[src/rtl/leak_serializer.sv]
// Serialises one captured 64-bit leak word onto a single covert pin as a
// framed packet: preamble, data MSB-first, even parity, then an idle gap.
module leak_serializer #(
  parameter int               DATA_W   = 64,
  parameter int               PRE_W    = 8,
  parameter logic [PRE_W-1:0] PREAMBLE = 8'hA5,
  parameter int               DIV      = 4,
  parameter int               GAP_BITS = 2
) (
  input  logic              clk,
  input  logic              rst_n,
  input  logic [DATA_W-1:0] in_data,
  input  logic              in_valid,
  output logic              in_ready,
  output logic              tx_bit,
  output logic              tx_en,
  output logic              busy,
  output logic [7:0]        frame_cnt
);

  localparam int MAXB_A = (DATA_W > PRE_W) ? DATA_W : PRE_W;
  localparam int MAXB   = (MAXB_A > GAP_BITS) ? MAXB_A : GAP_BITS;
  localparam int CNT_W  = $clog2(MAXB + 1);

  typedef enum logic [2:0] {IDLE, PRE, DATA, PAR, GAP} state_t;

  state_t             state_q, state_d;
  logic [PRE_W-1:0]   preSr_q, preSr_d;
  logic [DATA_W-1:0]  dataSr_q, dataSr_d;
  logic               parity_q, parity_d;
  logic [CNT_W-1:0]   bitCnt_q, bitCnt_d;
  logic [7:0]         divCnt_q, divCnt_d;
  logic               txBit_q, txBit_d;
  logic               txEn_q, txEn_d;
  logic [7:0]         frameCnt_q, frameCnt_d;
  logic               bitDone;

  always_ff @(posedge clk or negedge rst_n) begin
    if (!rst_n) begin
      state_q    <= IDLE;
      preSr_q    <= '0;
      dataSr_q   <= '0;
      parity_q   <= 1'b0;
      bitCnt_q   <= '0;
      divCnt_q   <= '0;
      txBit_q    <= 1'b0;
      txEn_q     <= 1'b0;
      frameCnt_q <= '0;
    end else begin
      state_q    <= state_d;
      preSr_q    <= preSr_d;
      dataSr_q   <= dataSr_d;
      parity_q   <= parity_d;
      bitCnt_q   <= bitCnt_d;
      divCnt_q   <= divCnt_d;
      txBit_q    <= txBit_d;
      txEn_q     <= txEn_d;
      frameCnt_q <= frameCnt_d;
    end
  end

  assign bitDone = (divCnt_q == 8'(DIV - 1));

  always_comb begin
    state_d    = state_q;
    preSr_d    = preSr_q;
    dataSr_d   = dataSr_q;
    parity_d   = parity_q;
    bitCnt_d   = bitCnt_q;
    divCnt_d   = divCnt_q;
    frameCnt_d = frameCnt_q;

    // Divider runs in every non-idle state; IDLE keeps it parked at zero.
    if (state_q != IDLE) begin
      divCnt_d = bitDone ? 8'd0 : divCnt_q + 8'd1;
    end

    case (state_q)
      IDLE: begin
        if (in_valid) begin
          state_d  = PRE;
          preSr_d  = PREAMBLE;
          dataSr_d = in_data;
          parity_d = ^in_data;
          bitCnt_d = '0;
          divCnt_d = 8'd0;
        end
      end
      PRE: begin
        if (bitDone) begin
          if (bitCnt_q == CNT_W'(PRE_W - 1)) begin
            state_d  = DATA;
            bitCnt_d = '0;
          end else begin
            bitCnt_d = bitCnt_q + CNT_W'(1);
            preSr_d  = preSr_q << 1;
          end
        end
      end
      DATA: begin
        if (bitDone) begin
          if (bitCnt_q == CNT_W'(DATA_W - 1)) begin
            state_d  = PAR;
            bitCnt_d = '0;
          end else begin
            bitCnt_d = bitCnt_q + CNT_W'(1);
            dataSr_d = dataSr_q << 1;
          end
        end
      end
      PAR: begin
        if (bitDone) begin
          frameCnt_d = frameCnt_q + 8'd1;
          bitCnt_d   = '0;
          state_d    = (GAP_BITS == 0) ? IDLE : GAP;
        end
      end
      GAP: begin
        if (bitDone) begin
          if (bitCnt_q == CNT_W'(GAP_BITS - 1)) begin
            state_d  = IDLE;
            bitCnt_d = '0;
          end else begin
            bitCnt_d = bitCnt_q + CNT_W'(1);
          end
        end
      end
      default: state_d = IDLE;
    endcase

    // Pin outputs are derived from next-state so they line up with the state edge.
    txEn_d  = (state_d == PRE) || (state_d == DATA) || (state_d == PAR);
    txBit_d = 1'b0;
    case (state_d)
      PRE:     txBit_d = preSr_d[PRE_W-1];
      DATA:    txBit_d = dataSr_d[DATA_W-1];
      PAR:     txBit_d = parity_d;
      default: txBit_d = 1'b0;
    endcase
  end

  assign in_ready  = (state_q == IDLE);
  assign busy      = (state_q != IDLE);
  assign tx_bit    = txBit_q;
  assign tx_en     = txEn_q;
  assign frame_cnt = frameCnt_q;

endmodule
[config.mk]
export PLATFORM = sky130hd
export DESIGN_NAME = leak_serializer
export DESIGN_NICKNAME = d
export VERILOG_FILES = /design/src/rtl/leak_serializer.sv
export SDC_FILE = /design/constraint.sdc
export NUM_CORES = 1
export LEC_CHECK = 0
export CAP_MARGIN = 20
export CELL_PAD_IN_SITES_DETAIL_PLACEMENT = 1
export CELL_PAD_IN_SITES_GLOBAL_PLACEMENT = 1
export CORE_UTILIZATION = 46
export DETAILED_ROUTE_END_ITERATION = 10
export PLACE_DENSITY = 0.88
export SKIP_LAST_GASP = 1
export SLEW_MARGIN = 0
export SYNTH_ARGS = -nofsm -noshare
export SYNTH_HDL_FRONTEND = slang
export SYNTH_SLANG_ARGS = --single-unit
[constraint.sdc]
create_clock -name clk -period 3.64 [get_ports clk]
set_input_delay 0.728 -clock clk [delete_from_list [all_inputs] [get_ports clk]]
set_output_delay 0.728 -clock clk [all_outputs]
set_load 0.01 [all_outputs]
Word-level counts from Yosys, hierarchy flattened
Index checks and enable logic that the tools add are counted.
{"block": "word_totals", "regBits": 101, "inputBits": 67, "out_inout_bits": 12, "word_cells": 77}
{"block": "classes", "add_sub_neg": 3, "eq_ne": 18, "muxes": 33, "n_reduce_logical": 12}
{"op": "two-way mux 64 bit", "count": 3}
{"op": "case mux 64 bit (2 select lines)", "count": 1}
{"op": "XOR reduction 64 bit", "count": 1}
{"op": "two-way mux 7 bit", "count": 8}
{"op": "two-way mux 8 bit", "count": 7}
{"op": "case mux 7 bit (5 select lines)", "count": 1}
{"op": "two-way mux 3 bit", "count": 8}
{"op": "adder 8 x 1 -> 8 bit (second input constant)", "count": 2}
{"op": "case mux 8 bit (2 select lines)", "count": 1}
{"op": "case mux 3 bit (5 select lines)", "count": 1}
{"op": "inequality test 2 bit (second input constant)", "count": 7}
{"op": "== test 3 x 2 -> 1 bit (second input constant)", "count": 4}
{"op": "== test 8 x 2 -> 1 bit (second input constant)", "count": 1}
{"op": "AND reduction 4 bit", "count": 2}
{"op": "adder 7 x 1 -> 7 bit (second input constant)", "count": 1}
{"op": "== test 7 x 1 -> 1 bit (second input constant)", "count": 1}
{"op": "== test 7 x 3 -> 1 bit (second input constant)", "count": 1}
{"op": "== test 7 x 6 -> 1 bit (second input constant)", "count": 1}
{"op": "== test 3 x 1 -> 1 bit (second input constant)", "count": 2}
{"op": "AND reduction 6 bit", "count": 1}
{"op": "nonzero test 5 bit", "count": 1}
{"op": "nonzero test 2 bit", "count": 2}
{"op": "== test 3 bit (second input constant)", "count": 1}
{"op": "zero test 3 bit", "count": 1}
{"op": "other kinds (5)", "count": 7}

Depth between registers and ports, before layout
{"block": "logic_depth", "depth_word": 7, "depth_mapped": 9, "depth_no_buf": 9}

Worst setup path before layout
OpenSTA, ideal clock, no wires.
{"block": "synth_timing", "path_type": "reg-to-reg", "from": "register bitCnt_q[0]", "to": "register dataSr_q[54]", "setup_ns": 0.066, "t_arrival_ns": 1.865, "path_slack_ns": 1.709, "path_stages_with_launch": 10, "path_buffers": 1, "synth_period_minus_slack_ns": 1.931, "cell_sequence": "dfrtp_1 -> ha_1 -> nand3_1 -> nor3_2 -> nor2_4 -> mux2_4 -> nand2_4 -> buf_4 -> a222oi_1 -> inv_1"}
{"block": "synth_via", "elab_chain_cells": 3}
{"item": "start: declaration", "line": "31", "text": "logic [CNT_W-1:0] bitCnt_q, bitCnt_d;"}
{"item": "start signal: assignment", "line": "54", "text": "bitCnt_q <= bitCnt_d;"}
{"item": "== test 7 x 6 -> 1 bit", "line": "102", "text": "if (bitCnt_q == CNT_W'(DATA_W - 1)) begin"}
{"item": "inequality test 2 bit (no line)"}
{"item": "AND reduction 4 bit (no line)"}
{"item": "end signal: assignment", "line": "52", "text": "dataSr_q <= dataSr_d;"}
{"item": "end: declaration", "line": "29", "text": "logic [DATA_W-1:0] dataSr_q, dataSr_d;"}
Every way passes these cells.
A chain may end at the register's enable or synchronous reset.

Worst setup path after layout
{"block": "layout_timing", "from": "register state_q[1]", "to": "output port in_ready"}
{"block": "layout_via", "elab_chain_cells": 1}
{"item": "start: declaration", "line": "27", "text": "state_t state_q, state_d;"}
{"item": "start signal: assignment", "line": "50", "text": "state_q <= state_d;"}
{"item": "zero test 3 bit", "line": "142", "text": "assign in_ready = (state_q == IDLE);"}
{"item": "end: declaration", "line": "14", "text": "output logic in_ready,"}
Every way passes these cells.

==> reports/qor.txt <==
========================================================================================================
Run status ................................................................................ complete, no violations
CTS max path bufs .........................................................................            2
Fraction of layout instances using a drive strength above 1 ...............................        7.88%
Final setup violating endpoints ...........................................................            0
First-pass iteration count of the detailed router .........................................            7
WP data arrival ...........................................................................      2.25 ns
PD cells ..................................................................................   351 mW/mm²
Type of origin of the critical path .......................................................         flop
RSZ-0062 raised after global routing ......................................................        false
Average wire per cell in the routed design ................................................      18.6 µm
Slew headroom .............................................................................        48.7%
Leftover overflow at the end of global routing ............................................            0
CP endpoint kind ..........................................................................   output pin
Core Area .................................................................................   0.0109 mm²
Max Freq ..................................................................................      336 MHz
Primary FF master, synth ..................................................................      dfrtp_1
Max FO, Critical Path .....................................................................           17
Aggregate global-route resource usage .....................................................        24.0%
Final WL ..................................................................................     12800 µm
Max Slew Vio Count ........................................................................            0
Worst reg-to-reg setup slack ..............................................................      0.98 ns
Clock tree root driver cell ...............................................................     clkbuf_8
Internal power component ..................................................................      1.62 mW
Routed vias ...............................................................................         4044
Die H .....................................................................................       108 µm
EDFF count, synth .........................................................................            0
Number of vias per cell ...................................................................         5.90
Half-perimeter wire length after detailed placement .......................................      8960 µm
Largest net degree at the start of global routing .........................................           66
Number of port buffers ....................................................................           78
Overall die area ..........................................................................   0.0116 mm²
Path class of the lowest-slack min-delay path .............................................  in -> async
Post-route minimum period .................................................................      2.97 ns
Final Hold Violating Endpoints ............................................................            0
Area occupied by multi-input gates ........................................................  0.00221 mm²
Final worst path period share .............................................................        81.7%
Setup CP Type .............................................................................   reg -> out
Share of synthesized registers carrying an async set or reset .............................         100%
Post-layout worst setup margin ............................................................     0.666 ns
Final net count ...........................................................................          612
Reg power frac ............................................................................        51.5%
Worst VDD drop ............................................................................   0.000192 V
Number of synthesis warnings ..............................................................            0
Switching power ...........................................................................     0.552 mW
Post-CTS Setup Inserts ....................................................................            0
Dpl ws ....................................................................................     0.937 ns
Sink count of the clock tree ..............................................................          101
Latest clock arrival within the worst-skew pair ...........................................      0.37 ns
Count of pins on the block boundary .......................................................           79
H-tree levels .............................................................................            3
Die Width .................................................................................       108 µm
Leakage ...................................................................................      3.08 nW
Critical path required time ...............................................................      2.91 ns
Count of nets left with antenna violations after detail routing ...........................            0
Final sum of negative setup slack .........................................................         0 ns
Global-route wire length before repair ....................................................     21500 µm
Mean cell area of the mapped netlist ......................................................     10.8 µm²
Post-CTS clock slew at the launch and capture registers of the worst setup and hold paths .      0.09 ns
Initial Util ..............................................................................        47.4%
Hold buffers post-CTS .....................................................................            0
Count of state elements after synthesis ...................................................          101
Max Cap Violations ........................................................................            0
Clock network fraction of design power ....................................................        31.9%
Routability congestion estimate from global placement .....................................        0.786
# fillers .................................................................................         1189
CTS buffer count ..........................................................................            9
Combined flip-flop and latch cell area ....................................................  0.00253 mm²
Final setup skew ..........................................................................   0.00668 ns
TritonCTS clock tree ......................................................................        built
DRC Markers ...............................................................................            0
Area Growth Syn to Fin ....................................................................        20.0%
Antenna violations before repair ..........................................................            0
Post-Syn Instances ........................................................................          477
Actual slew at the worst max-slew pin .....................................................     0.770 ns
# resized after CTS .......................................................................            0
Number of global-route vias before repair .................................................         4322
Synth unique cells ........................................................................           50
Violation count after the first detailed-route iteration ..................................          517
Standard-cell row count ...................................................................           38
Post-synthesis instance area ..............................................................  0.00516 mm²
Fraction of power spent switching nets ....................................................        25.4%
Synthesized netlist net count .............................................................          548
Final core utilization ....................................................................        56.8%
Portion of the post-synthesis area used by sequential elements ............................        49.0%
Logic pwr share ...........................................................................        16.6%
Final antenna diode count .................................................................            0
========================================================================================================
[critical path, stage by stage (launching register included)]
cell and delay, ns:
dfrtp_1 0.59, or3_1 0.61, inv_2 0.14, clkdlybuf4s50_1 0.54
[flip-flops by register name (all words and copies together) (netlist names)]
register / cells
state_q: 3
bitCnt_q: 7
tx_en: 1
divCnt_q: 8
tx_bit: 1
frame_cnt: 8
parity_q: 1
preSr_q: 8
dataSr_q: 64
[layout by cell type, fill, tap and decap left out, types with 3 or more instances in the layout]
| cell | instances |
|---|---|
| and3_1 | 5 |
| xor2_1 | 12 |
| a222oi_1 | 62 |
| o21ai_1 | 12 |
| inv_1 | 68 |
| nand3_1 | 14 |
| clkbuf_8 | 12 |
| a22o_1 | 5 |
| dfrtp_1 | 101 |
| nor2_1 | 16 |
| clkdlybuf4s50_1 | 77 |
| xnor2_1 | 59 |
| ha_1 | 4 |
| nand4_1 | 4 |
| nand2_1 | 21 |
| o21ai_0 | 15 |
| nor2b_1 | 4 |
| mux2i_1 | 3 |
| a21oi_1 | 4 |
[cell families after synthesis]
family | after synthesis | synth area share, %
AOI/OAI and AO/OA | 113 | 18.9
and+or+nand+nor | 85 | 9.70
muxes | 5 | 1.09
adders and majority gates | 4 | 0.970
xor gates and xnor gates | 71 | 12.1
buffers and inverters | 98 | 8.32
DFF | 101 | 49.0
[cell usage after synthesis (5+ instances only)]
master	number	share of area (%)
dfrtp_1	101	49
nand3_1	14	1.4
inv_1	68	4.9
a222oi_1	62	12
clkbuf_1	8	0.58
and3_1	5	0.61
o21ai_0	15	1.5
a22o_1	5	0.85
buf_6	5	1.1
nor2_1	16	1.2
nand2_1	21	1.5
xnor2_1	59	10
buf_2	13	1.3
o21ai_1	12	1.2
xor2_1	12	2.0
[final cells by class]
type / instances / area share (%)
flip-flops and latches: 101 / 40.8
inverters: 70 / 4.24
multi-input cells: 278 / 35.7
repair buffers: 81 / 13.3
clock inverters: 3 / 0.303
well taps: 140 / 2.83
clock buffers: 13 / 2.73
[per-layer routing]
metal / GRT usage, % / vias to the layer above / part of all wire [%]
met5: 0 / - / 0
met4: 8.51 / 0 / 1.1
met3: 3.27 / 12 / 3.7
met2: 42.5 / 109 / 54
met1: 30.0 / 2065 / 42
li1: - / 1858 / -
[per-stage QoR]
stage / hold WS [ns] / power [mW] / std cells / cell area [µm²]
after floorplan: 0.432 / 1.35 / 477 / 5160
after global placement: 0.457 / 1.50 / 670 / 6000
after detailed placement: 0.470 / 1.51 / 670 / 6000
after CTS: 0.447 / 2.20 / 686 / 6190
after global routing: 0.477 / 2.27 / 686 / 6190
final: 0.429 / 2.18 / 686 / 6190
[power by group through the flow]
stage               clock network, mW  logic [mW]  registers, mW
detailed placement                  0       0.366           1.14
finish                          0.694       0.361           1.12
global route                    0.758       0.388           1.12
global placement                    0       0.353           1.14
floorplan                           0       0.209           1.14
CTS                             0.711       0.368           1.12
[worst paths after layout]
path,cells after the start,end,from
setup reg to reg,8,dataSr_q[17]$_DFFE_PN0P_,bitCnt_q[0]$_DFFE_PN0P_
min in group clk,1,frame_cnt[7]$_DFFE_PN0P_,frame_cnt[7]$_DFFE_PN0P_
setup / recovery,3,in_ready,state_q[1]$_DFF_PN0_
hold reg to reg,1,frame_cnt[7]$_DFFE_PN0P_,frame_cnt[7]$_DFFE_PN0P_
hold / removal,1,divCnt_q[7]$_DFF_PN0_,rst_n
max in group asynchronous,2,dataSr_q[61]$_DFFE_PN0P_,rst_n
Power figures use the tool's default switching activity.
